===== config.mk =====
export PLATFORM = sky130hd
export DESIGN_NAME = adder64_result_stage
export DESIGN_NICKNAME = d
export VERILOG_FILES = /design/src/rtl/adder64_result_stage.sv
export SDC_FILE = /design/constraint.sdc
export NUM_CORES = 1
export LEC_CHECK = 0
export CAP_MARGIN = 20
export CORE_MARGIN = 2
export CORE_UTILIZATION = 54
export CTS_CLUSTER_DIAMETER = 30
export DETAILED_ROUTE_END_ITERATION = 8
export HOLD_SLACK_MARGIN = 0.12
export PLACE_DENSITY = 0.76
export SYNTH_ARGS = -nofsm -noshare
export SYNTH_HDL_FRONTEND = slang
export SYNTH_SLANG_ARGS = --single-unit

===== constraint.sdc =====
create_clock -name clk -period 4.8 [get_ports clk]
set_input_delay 0.96 -clock clk [delete_from_list [all_inputs] [get_ports clk]]
set_output_delay 0.96 -clock clk [all_outputs]
set_load 0.005 [all_outputs]

===== src/rtl/adder64_result_stage.sv =====
// Result stage behind the pipelined 64-bit SIMD adder: captures sums, derives per-lane
// N/Z/C/V flags and buffers results in a credit-managed show-ahead FIFO.
module adder64_result_stage #(
    parameter int LEN_DATA = 64,
    parameter int LATENCY  = 9,
    parameter int TAG_W    = 4,
    parameter int DEPTH    = 4
) (
    input  logic                clk,
    input  logic                rst,
    input  logic                issue_valid,
    input  logic [TAG_W-1:0]    issue_tag,
    input  logic [1:0]          issue_lsz,
    input  logic [7:0]          issue_a_msb,
    input  logic [7:0]          issue_b_msb,
    output logic                issue_ready,
    input  logic [LEN_DATA-1:0] add_sum,
    input  logic                add_cout,
    input  logic                add_rdy,
    output logic                out_valid,
    input  logic                out_ready,
    output logic [LEN_DATA-1:0] out_data,
    output logic [TAG_W-1:0]    out_tag,
    output logic [7:0]          out_n,
    output logic [7:0]          out_z,
    output logic [7:0]          out_c,
    output logic [7:0]          out_v,
    output logic                out_err
);
    localparam int PTR_W = (DEPTH > 1) ? $clog2(DEPTH) : 1;
    localparam int CNT_W = $clog2(DEPTH + 1);
    localparam logic [CNT_W-1:0] CNT_MAX  = CNT_W'(DEPTH);
    localparam logic [PTR_W-1:0] PTR_LAST = PTR_W'(DEPTH - 1);

    typedef struct packed {
        logic             valid;
        logic [TAG_W-1:0] tag;
        logic [1:0]       lsz;
        logic [7:0]       a_msb;
        logic [7:0]       b_msb;
    } sideband_t;

    typedef struct packed {
        logic [LEN_DATA-1:0] data;
        logic [TAG_W-1:0]    tag;
        logic [7:0]          n;
        logic [7:0]          z;
        logic [7:0]          c;
        logic [7:0]          v;
    } entry_t;

    sideband_t        sb [LATENCY];
    sideband_t        sb_last;
    entry_t           mem [DEPTH];
    entry_t           wr_entry;
    entry_t           head;
    logic [CNT_W-1:0] cnt;
    logic [CNT_W-1:0] fifo_cnt;
    logic [PTR_W-1:0] wr_ptr;
    logic [PTR_W-1:0] rd_ptr;
    logic             accept;
    logic             pop;
    logic             capture;
    logic             fifo_full;
    logic             do_write;
    logic             cout_bad;
    logic [7:0]       top_mask;
    logic [7:0]       byte_zero;
    logic [7:0]       lane_zero;
    logic [7:0]       sum_msb;
    logic [7:0]       carry_in;
    logic [7:0]       carry;
    logic [7:0]       ovf;

    assign issue_ready = (cnt < CNT_MAX);
    assign accept      = issue_valid & issue_ready;
    assign out_valid   = (fifo_cnt != '0);
    assign pop         = out_valid & out_ready;
    assign sb_last     = sb[LATENCY-1];
    assign capture     = add_rdy & sb_last.valid;
    assign fifo_full   = (fifo_cnt == CNT_MAX);
    assign do_write    = capture & ~fifo_full;

    // Credit covers both ops in the adder pipe and results still in the FIFO.
    always_ff @(posedge clk or negedge rst) begin
        if (!rst) begin
            cnt <= '0;
        end else if (accept && !pop) begin
            cnt <= cnt + 1'b1;
        end else if (pop && !accept) begin
            cnt <= cnt - 1'b1;
        end
    end

    always_ff @(posedge clk or negedge rst) begin
        if (!rst) begin
            for (int i = 0; i < LATENCY; i++) begin
                sb[i] <= '0;
            end
        end else begin
            sb[0] <= {accept, issue_tag, issue_lsz, issue_a_msb, issue_b_msb};
            for (int i = 1; i < LATENCY; i++) begin
                sb[i] <= sb[i-1];
            end
        end
    end

    // Carry into each byte's top bit is recovered from s^a^b, giving C and V per lane top.
    always_comb begin
        case (sb_last.lsz)
            2'b00:   top_mask = 8'hFF;
            2'b01:   top_mask = 8'hAA;
            2'b10:   top_mask = 8'h88;
            default: top_mask = 8'h80;
        endcase
        for (int k = 0; k < 8; k++) begin
            byte_zero[k] = (add_sum[8*k +: 8] == 8'h00);
            sum_msb[k]   = add_sum[8*k+7];
        end
        for (int k = 0; k < 8; k++) begin
            case (sb_last.lsz)
                2'b00:   lane_zero[k] = byte_zero[k];
                2'b01:   lane_zero[k] = &byte_zero[(k/2)*2 +: 2];
                2'b10:   lane_zero[k] = &byte_zero[(k/4)*4 +: 4];
                default: lane_zero[k] = &byte_zero;
            endcase
        end
        carry_in      = sum_msb ^ sb_last.a_msb ^ sb_last.b_msb;
        carry         = (sb_last.a_msb & sb_last.b_msb) | ((sb_last.a_msb | sb_last.b_msb) & carry_in);
        ovf           = carry_in ^ carry;
        wr_entry.data = add_sum;
        wr_entry.tag  = sb_last.tag;
        wr_entry.n    = sum_msb & top_mask;
        wr_entry.z    = lane_zero & top_mask;
        wr_entry.c    = carry & top_mask;
        wr_entry.v    = ovf & top_mask;
        cout_bad      = capture & (carry[7] != add_cout);
    end

    always_ff @(posedge clk or negedge rst) begin
        if (!rst) begin
            out_err <= 1'b0;
        end else if ((add_rdy != sb_last.valid) || cout_bad || (capture && fifo_full)) begin
            out_err <= 1'b1;
        end
    end

    always_ff @(posedge clk or negedge rst) begin
        if (!rst) begin
            wr_ptr   <= '0;
            rd_ptr   <= '0;
            fifo_cnt <= '0;
        end else begin
            if (do_write) begin
                wr_ptr <= (wr_ptr == PTR_LAST) ? '0 : wr_ptr + 1'b1;
            end
            if (pop) begin
                rd_ptr <= (rd_ptr == PTR_LAST) ? '0 : rd_ptr + 1'b1;
            end
            if (do_write && !pop) begin
                fifo_cnt <= fifo_cnt + 1'b1;
            end else if (pop && !do_write) begin
                fifo_cnt <= fifo_cnt - 1'b1;
            end
        end
    end

    always_ff @(posedge clk) begin
        if (do_write) begin
            mem[wr_ptr] <= wr_entry;
        end
    end

    // Storage is not reset, so the head is masked to read zero whenever the FIFO is empty.
    always_comb begin
        head = out_valid ? mem[rd_ptr] : '0;
    end

    assign out_data = head.data;
    assign out_tag  = head.tag;
    assign out_n    = head.n;
    assign out_z    = head.z;
    assign out_c    = head.c;
    assign out_v    = head.v;

endmodule

==> results of run 1 <==
-- Yosys cell counts, types with 3 or more instances --
| cell type | n |
|---|---|
| a21oi_1 | 12 |
| buf_2 | 5 |
| nor4_1 | 17 |
| o21a_1 | 4 |
| nand2_1 | 16 |
| inv_1 | 6 |
| ha_1 | 8 |
| xnor2_1 | 3 |
| and3_1 | 4 |
| xor2_1 | 3 |
| nor2b_1 | 6 |
| mux2_2 | 4 |
| dfrtp_1 | 218 |
| nand2b_1 | 3 |
| nor2_1 | 34 |
| and2_1 | 105 |
| mux4_2 | 99 |
| buf_6 | 10 |
| or3_1 | 3 |
| clkbuf_1 | 21 |
| edfxtp_1 | 396 |
| o21ai_0 | 3 |
-- registers in the layout, summed over array words and instances, names as in the netlist --
signal and cells:
cnt 3, mem 396, sb 207, fifo_cnt 3, out_err 1, rd_ptr 2, wr_ptr 2
-- where the power goes --
group | internal, W | switching [W] | leakage (nW)
clock network | 0.00495 | 0.00252 | 1.74
logic | 0.00218 | 0.00149 | 2.06
registers | 0.00606 | 0.000241 | 6.17
total | 0.0132 | 0.00425 | 9.97
-- routing by layer --
layer | up-vias | share of wire (%) | GRT usage, %
li1 | 4429 | - | -
met1 | 5300 | 40 | 27.09
met2 | 319 | 52 | 36.51
met3 | 69 | 5.3 | 4.222
met4 | 0 | 2.1 | 7.456
met5 | - | 0 | 0
-- logic make-up (layout without fill, tap and decap cells) --
family / Yosys count / in the layout / synth area share, %
mux: 103 / 103 / 10.67
xor+xnor: 6 / 6 / 0.2465
flops: 614 / 614 / 81.36
buf+inv: 43 / 399 / 1.156
compound gates: 28 / 28 / 0.8333
simple gates: 194 / 194 / 5.082
fa+ha+maj: 10 / 10 / 0.6573
-- worst max-delay path, stage by stage (launching register included) --
cell             delay, ns
dfrtp_4               0.85
buf_4                 0.50
mux4_2                0.39
and2_1                0.21
clkdlybuf4s50_1       0.45
-- final cells by class --
cell class / instances / area share, %
Clock buffer: 110 / 9.526
Clock inverter: 73 / 3.536
Inverter: 6 / 0.08181
Multi-Input combinational cell: 341 / 13.64
Timing Repair Buffer: 210 / 7.827
Sequential cell: 614 / 63.04
Tap cell: 518 / 2.354
-- how the worst max path moves through the flow --
stage,start,to,slack [ns]
floorplan,add_rdy,mem[0][0],0.80
global placement,rd_ptr[1],out_z[1],1.44
detailed placement,rd_ptr[1],out_data[56],1.42
CTS,rd_ptr[1],out_data[56],0.71
global route,rd_ptr[1],out_data[56],0.67
finish,rd_ptr[1],out_data[56],0.79
-- stage by stage --
stage          setup slack (ns)  total power (W)  hold WS (ns)
2_1_floorplan            0.7962         0.008285        0.3312
3_3_place_gp              1.444          0.01004        0.3311
3_5_place_dp              1.420          0.01011        0.3347
4_1_cts                  0.7063          0.01765        0.3409
5_1_grt                  0.6699          0.01812        0.3490
6_report                 0.7915          0.01744        0.3351
-- placed cells by master (no fill, tap or decap), types with 4 or more instances in the layout --
cell / count
a21oi_1: 12
and2_1: 105
and3_4: 4
buf_12: 7
buf_4: 9
bufinv_16: 18
clkbuf_1: 4
clkbuf_16: 102
clkbuf_8: 4
clkdlybuf4s50_1: 193
clkinv_1: 6
clkinv_2: 11
clkinv_4: 10
clkinvlp_4: 9
dfrtp_1: 216
edfxtp_1: 396
ha_1: 8
inv_1: 6
inv_6: 11
inv_8: 4
mux2_2: 4
mux4_2: 99
nand2_1: 16
nor2_1: 34
nor2b_1: 6
nor4_1: 17
o21a_1: 4
==> run_results.csv, run 1 <==
group,metric,value,unit
status,status,"completed",
clock_tree,ctsResizeCount,0,
sta,fin_crit_sh,83.51,%
place,place.port_buffers,194,
routing,vias_per_cell,5.404,
setup_path,crit_required,3.84,ns
sta,period_needed,4.009,ns
synthesis,synth_seq_cells,614,
setup_path,r2r-end,"fifo_cnt[2]",
floorplanning,initial_utilization,54.91,%
routing,drt_iter0_markers,630,
finish,multiInputGateArea,3754,um^2
finish,antenna_cells,0,
routing,wl,41690,um
synthesis,yosys_warnings,0,
synthesis,seq_area_frac_synth,81.36,%
clock_tree,clk_pin_slew_worst_paths,0.06,ns
worst_hold_path,min_delay_worst_endpoint,"sb[64]",
global_route,grt_pass1_vias,11310,
synthesis,synthCells,998,
synthesis,synth_cell_types,36,
floorplanning,io_pins,195,
worst_hold_path,min_path_cells,0,
clock_tree,cts_setup_buffers,0,
synthesis,synth_edf_count,396,
setup_path,reg2reg_from,"fifo_cnt[0]",
sta,worstMarginPinSlew,0.9748,ns
power,leakagePower,9.967,nW
synthesis,synth_ff_type,"edfxtp_1",
place,placedCellCount,1689,
setup_path,worstSetupPathType,"reg -> out",
sta,rsz0062_at_grt,"false",
sta,slew_headroom,35.01,%
floorplanning,die_x,202.7,um
synthesis,synth_area_per_cell,21.36,um^2
setup_path,r2r_cells,8,
finish,n_fill_cell,2342,
clock_tree,clockRootBuffer,"clkbuf_16",
synthesis,synth_area,21320,um^2
finish,layout-drive-gt1-share,22.38,%
clock_tree,clock_path_buffers,3,
finish,stdcell_count,1872,
finish,postLayoutCoreUtil,70.90,%
setup_path,arrival,3.05,ns
floorplanning,die-area,41090,um^2
sta,setup_viol,0,
clock_tree,cts_tree,"built",
sta,fin_tns_setup,0,ns
place,dpl.hpwl,22280,um
sta,max_freq,249.5,MHz
floorplanning,fp.dieH,202.7,um
finish,seqCellArea,17350,um^2
global_route,grt.overflow.total,0,
worst_hold_path,hp-class,"reg -> reg",
routing,drc,0,
job,maxCapViolations,0,
synthesis,yosys.area.top_type_share,55.77,%
routing,wl_per_cell,22.27,um
routing,vias,10120,
setup_path,worstSetupStartpointType,"register",
finish,area_growth,29.11,%
global_route,grt_max_degree,127,
clock_tree,cts_made_buffers,98,
place,place_area,23930,um^2
global_route,track_usage,21.17,%
sta,slew_violations,0,
synthesis,async_flop_share,35.50,%
floorplanning,core_area,38830,um^2
synthesis,synthTopCellsByArea,"edfxtp_1, dfrtp_1, mux4_2, and2_1, nor2_1",
global_route,grt_pass1_wl,64770,um
setup_path,critPathCaptureType,"primary output",
clock_tree,numClockSinks,614,
clock_tree,htreeDepth,3,
worst_hold_path,holdCritStartpoint,"sb[87]",
synthesis,yosysTopAreaCell,"edfxtp_1",
routing,ant_nets,0,
sta,final_hold_viol_count,0,
setup_path,reg2reg_slack,2.03,ns
routing,first_pass_iters,7,
finish,nets,1373,
global_route,antenna_found_initial,0,
power,vdd_ir_drop_max,0.3831,mV
finish,design_area,27530,um^2
power,p_per_area,633.5,nW/um^2
setup_path,cp_max_fo,36,
clock_tree,cts_hold_buf,0,
clock_tree,clk_latency,0.61,ns
place,place.gp.congestion,0.7224,
sta,finClkSkew,0.02011,ns
floorplanning,rows,72,
synthesis,synth.net_count,1100,
Power figures use the tool's default switching activity.
==> run 2, diff against run 1 <==
clock period = 4.1 ns   (was 4.8 ns; I/O delays follow)
==> run 2 against run 1 <==
Net effect: clock power increased by 13%; critical path type unchanged; clock skew increased by 0.0011 ns; non-clock buffer count increased by 11; via count increased by 0.63%; largest power group unchanged; worst setup slack got worse by 0.51 ns; routed wire length decreased by 1.3%; sequential cell count unchanged; register-to-register slack got worse by 0.74 ns; critical endpoint is now out_v[0]; final area about the same; highest routed layer unchanged; sequential power increased by 18%.
==> run_results.csv, run 2 (synthesized netlist as in run 1, its figures left out) <==
group,metric,value,unit
sta,worstMarginPinSlew,0.9188,ns
sta,final_hold_viol_count,0,
setup_path,crit_required,3.28,ns
finish,design_area,27540,um^2
finish,seqCellArea,17350,um^2
routing,wl,41130,um
power,clkPwrFrac,41.8,%
finish,layout_common_cells,"edfxtp_1, dfrtp_1, clkdlybuf4s50_1",
setup_path,cp_max_fo,48,
setup_path,worst_path_largest_cell_delay,0.95,ns
routing,drt_iter0_markers,674,
finish,layout_commonest_cell,"edfxtp_1",
clock_tree,clk_pin_slew_worst_paths,0.06,ns
power,power.internal,0.01515,W
finish,area_growth,29.14,%
power,vdd_ir_drop_max,0.4546,mV
status,status,"completed",
clock_tree,clockRootBuffer,"clkbuf_16",
floorplanning,io_pins,195,
place,dpl.hpwl,22990,um
power,switching_share,24.95,%
setup_path,crit_chain,"buf_4, mux4_2, and2_1, clkdlybuf4s50_1",
sta,fin_crit_sh,93.09,%
routing,vias_per_cell,5.392,
setup_path,worstSetupPathType,"reg -> out",
job,maxCapViolations,0,
clock_tree,ctsResizeCount,0,
global_route,grt_pass1_wl,64300,um
global_route,grt.overflow.total,0,
clock_tree,cts_setup_buffers,0,
clock_tree,clk_latency,0.62,ns
global_route,antenna_found_initial,0,
place,place_area,24040,um^2
place,place.port_buffers,194,
sta,setup_viol,0,
floorplanning,rows,72,
routing,wl_per_cell,21.79,um
clock_tree,clock_path_buffers,3,
finish,antenna_cells,0,
floorplanning,initial_utilization,54.91,%
routing,first_pass_iters,7,
power,pwr-share-comb,21.3,%
finish,nets,1388,
finish,n_fill_cell,2305,
clock_tree,cts_hold_buf,0,
finish,multiInputGateArea,3754,um^2
sta,slew_headroom,38.75,%
finish,largest_reg_flops,396,
clock_tree,cts_made_buffers,102,
power,power.total,0.02018,W
global_route,track_usage,21.06,%
sta,fin_tns_setup,0,ns
power,p_per_area,733.0,nW/um^2
power,leakagePower,9.972,nW
clock_tree,cts_tree,"built",
power,p_seq_share,36.9,%
sta,rsz0062_at_grt,"false",
finish,top_register,"mem",
clock_tree,htreeDepth,3,
sta,finClkSkew,0.02121,ns
routing,ant_nets,0,
routing,vias,10180,
finish,layout-drive-gt1-share,23.07,%
setup_path,arrival,3.00,ns
routing,drc,0,
clock_tree,numClockSinks,614,
floorplanning,die_x,202.7,um
global_route,grt_max_degree,127,
place,place.gp.congestion,0.7404,
floorplanning,core_area,38830,um^2
sta,period_needed,3.817,ns
setup_path,critPathCaptureType,"primary output",
setup_path,crit_path_top_delay_cell,"dfrtp_4",
global_route,grt_pass1_vias,11310,
sta,slew_violations,0,
finish,reg_top3,"mem: 396 flops, sb: 207 flops",
sta,hold_slack,0.2533,ns
power,power.switching,0.005036,W
sta,max_freq,262.0,MHz
floorplanning,die-area,41090,um^2
setup_path,worstSetupStartpointType,"register",
worst_hold_path,hp-class,"in -> async",
floorplanning,fp.dieH,202.7,um
## run 2: critical path, delay by kind of cell, from the launching register on
kind	cells	cell delay [ns]
buffers and inverters	2	0.85
and+or+nand+nor	1	0.21
muxes	1	0.34
DFF	1	0.95
## run 2: final timing paths
path / from / depth (start not counted) / endpoint / slack (ns)
worst max-delay path: rd_ptr[1] / 4 / out_v[0] / 0.28
worst min-delay path: rst / 1 / cnt[2] / 0.25
worst max register to register: fifo_cnt[0] / 9 / fifo_cnt[2] / 1.29
worst min register to register: sb[149] / 0 / sb[126] / 0.33
max in group asynchronous: rst / 2 / sb[90] / 2.80
min in group clk: sb[149] / 0 / sb[126] / 0.33
## run 2: power groups by stage
stage               clock network (W)  registers [W]  logic (W)
finish                        0.00844        0.00744    0.00430
global route                  0.00888        0.00750    0.00464
CTS                           0.00860        0.00746    0.00440
detailed placement                  0        0.00756    0.00435
global placement                    0        0.00753    0.00430
floorplan                           0        0.00732    0.00238
## run 2: stage by stage
| stage | cells | utilization [%] | worst slack, ns |
|---|---|---|---|
| floorplan | 998 | - | 0.2362 |
| global placement | 1700 | 61.92 | 0.8686 |
| detailed placement | 1700 | 61.92 | 0.8609 |
| CTS | 1888 | 70.92 | 0.1900 |
| global route | 1888 | 70.92 | 0.1190 |
| finish | 1888 | 70.92 | 0.2834 |
## run 2: per-layer routing
metal	track usage [%]	wire (um)
met1	26.99	16320
met4	8.472	1033
met5	0	0
met3	3.997	2126
met2	35.95	21660
## run 2: layout make-up
class,instances,area share [%]
Clock buffer,107,9.415
Clock inverter,81,3.276
Inverter,6,0.08179
Multi-Input combinational cell,341,13.63
Sequential cell,614,63.03
Tap cell,518,2.354
Timing Repair Buffer,221,8.216
==> run 3, diff against run 2 <==
HOLD_SLACK_MARGIN = 0.05   (was 0.12)
SLEW_MARGIN = 20   (was default)
==> results of run 3 <==
Same layout as run 2: the final DEF is identical, and so are final timing and power.
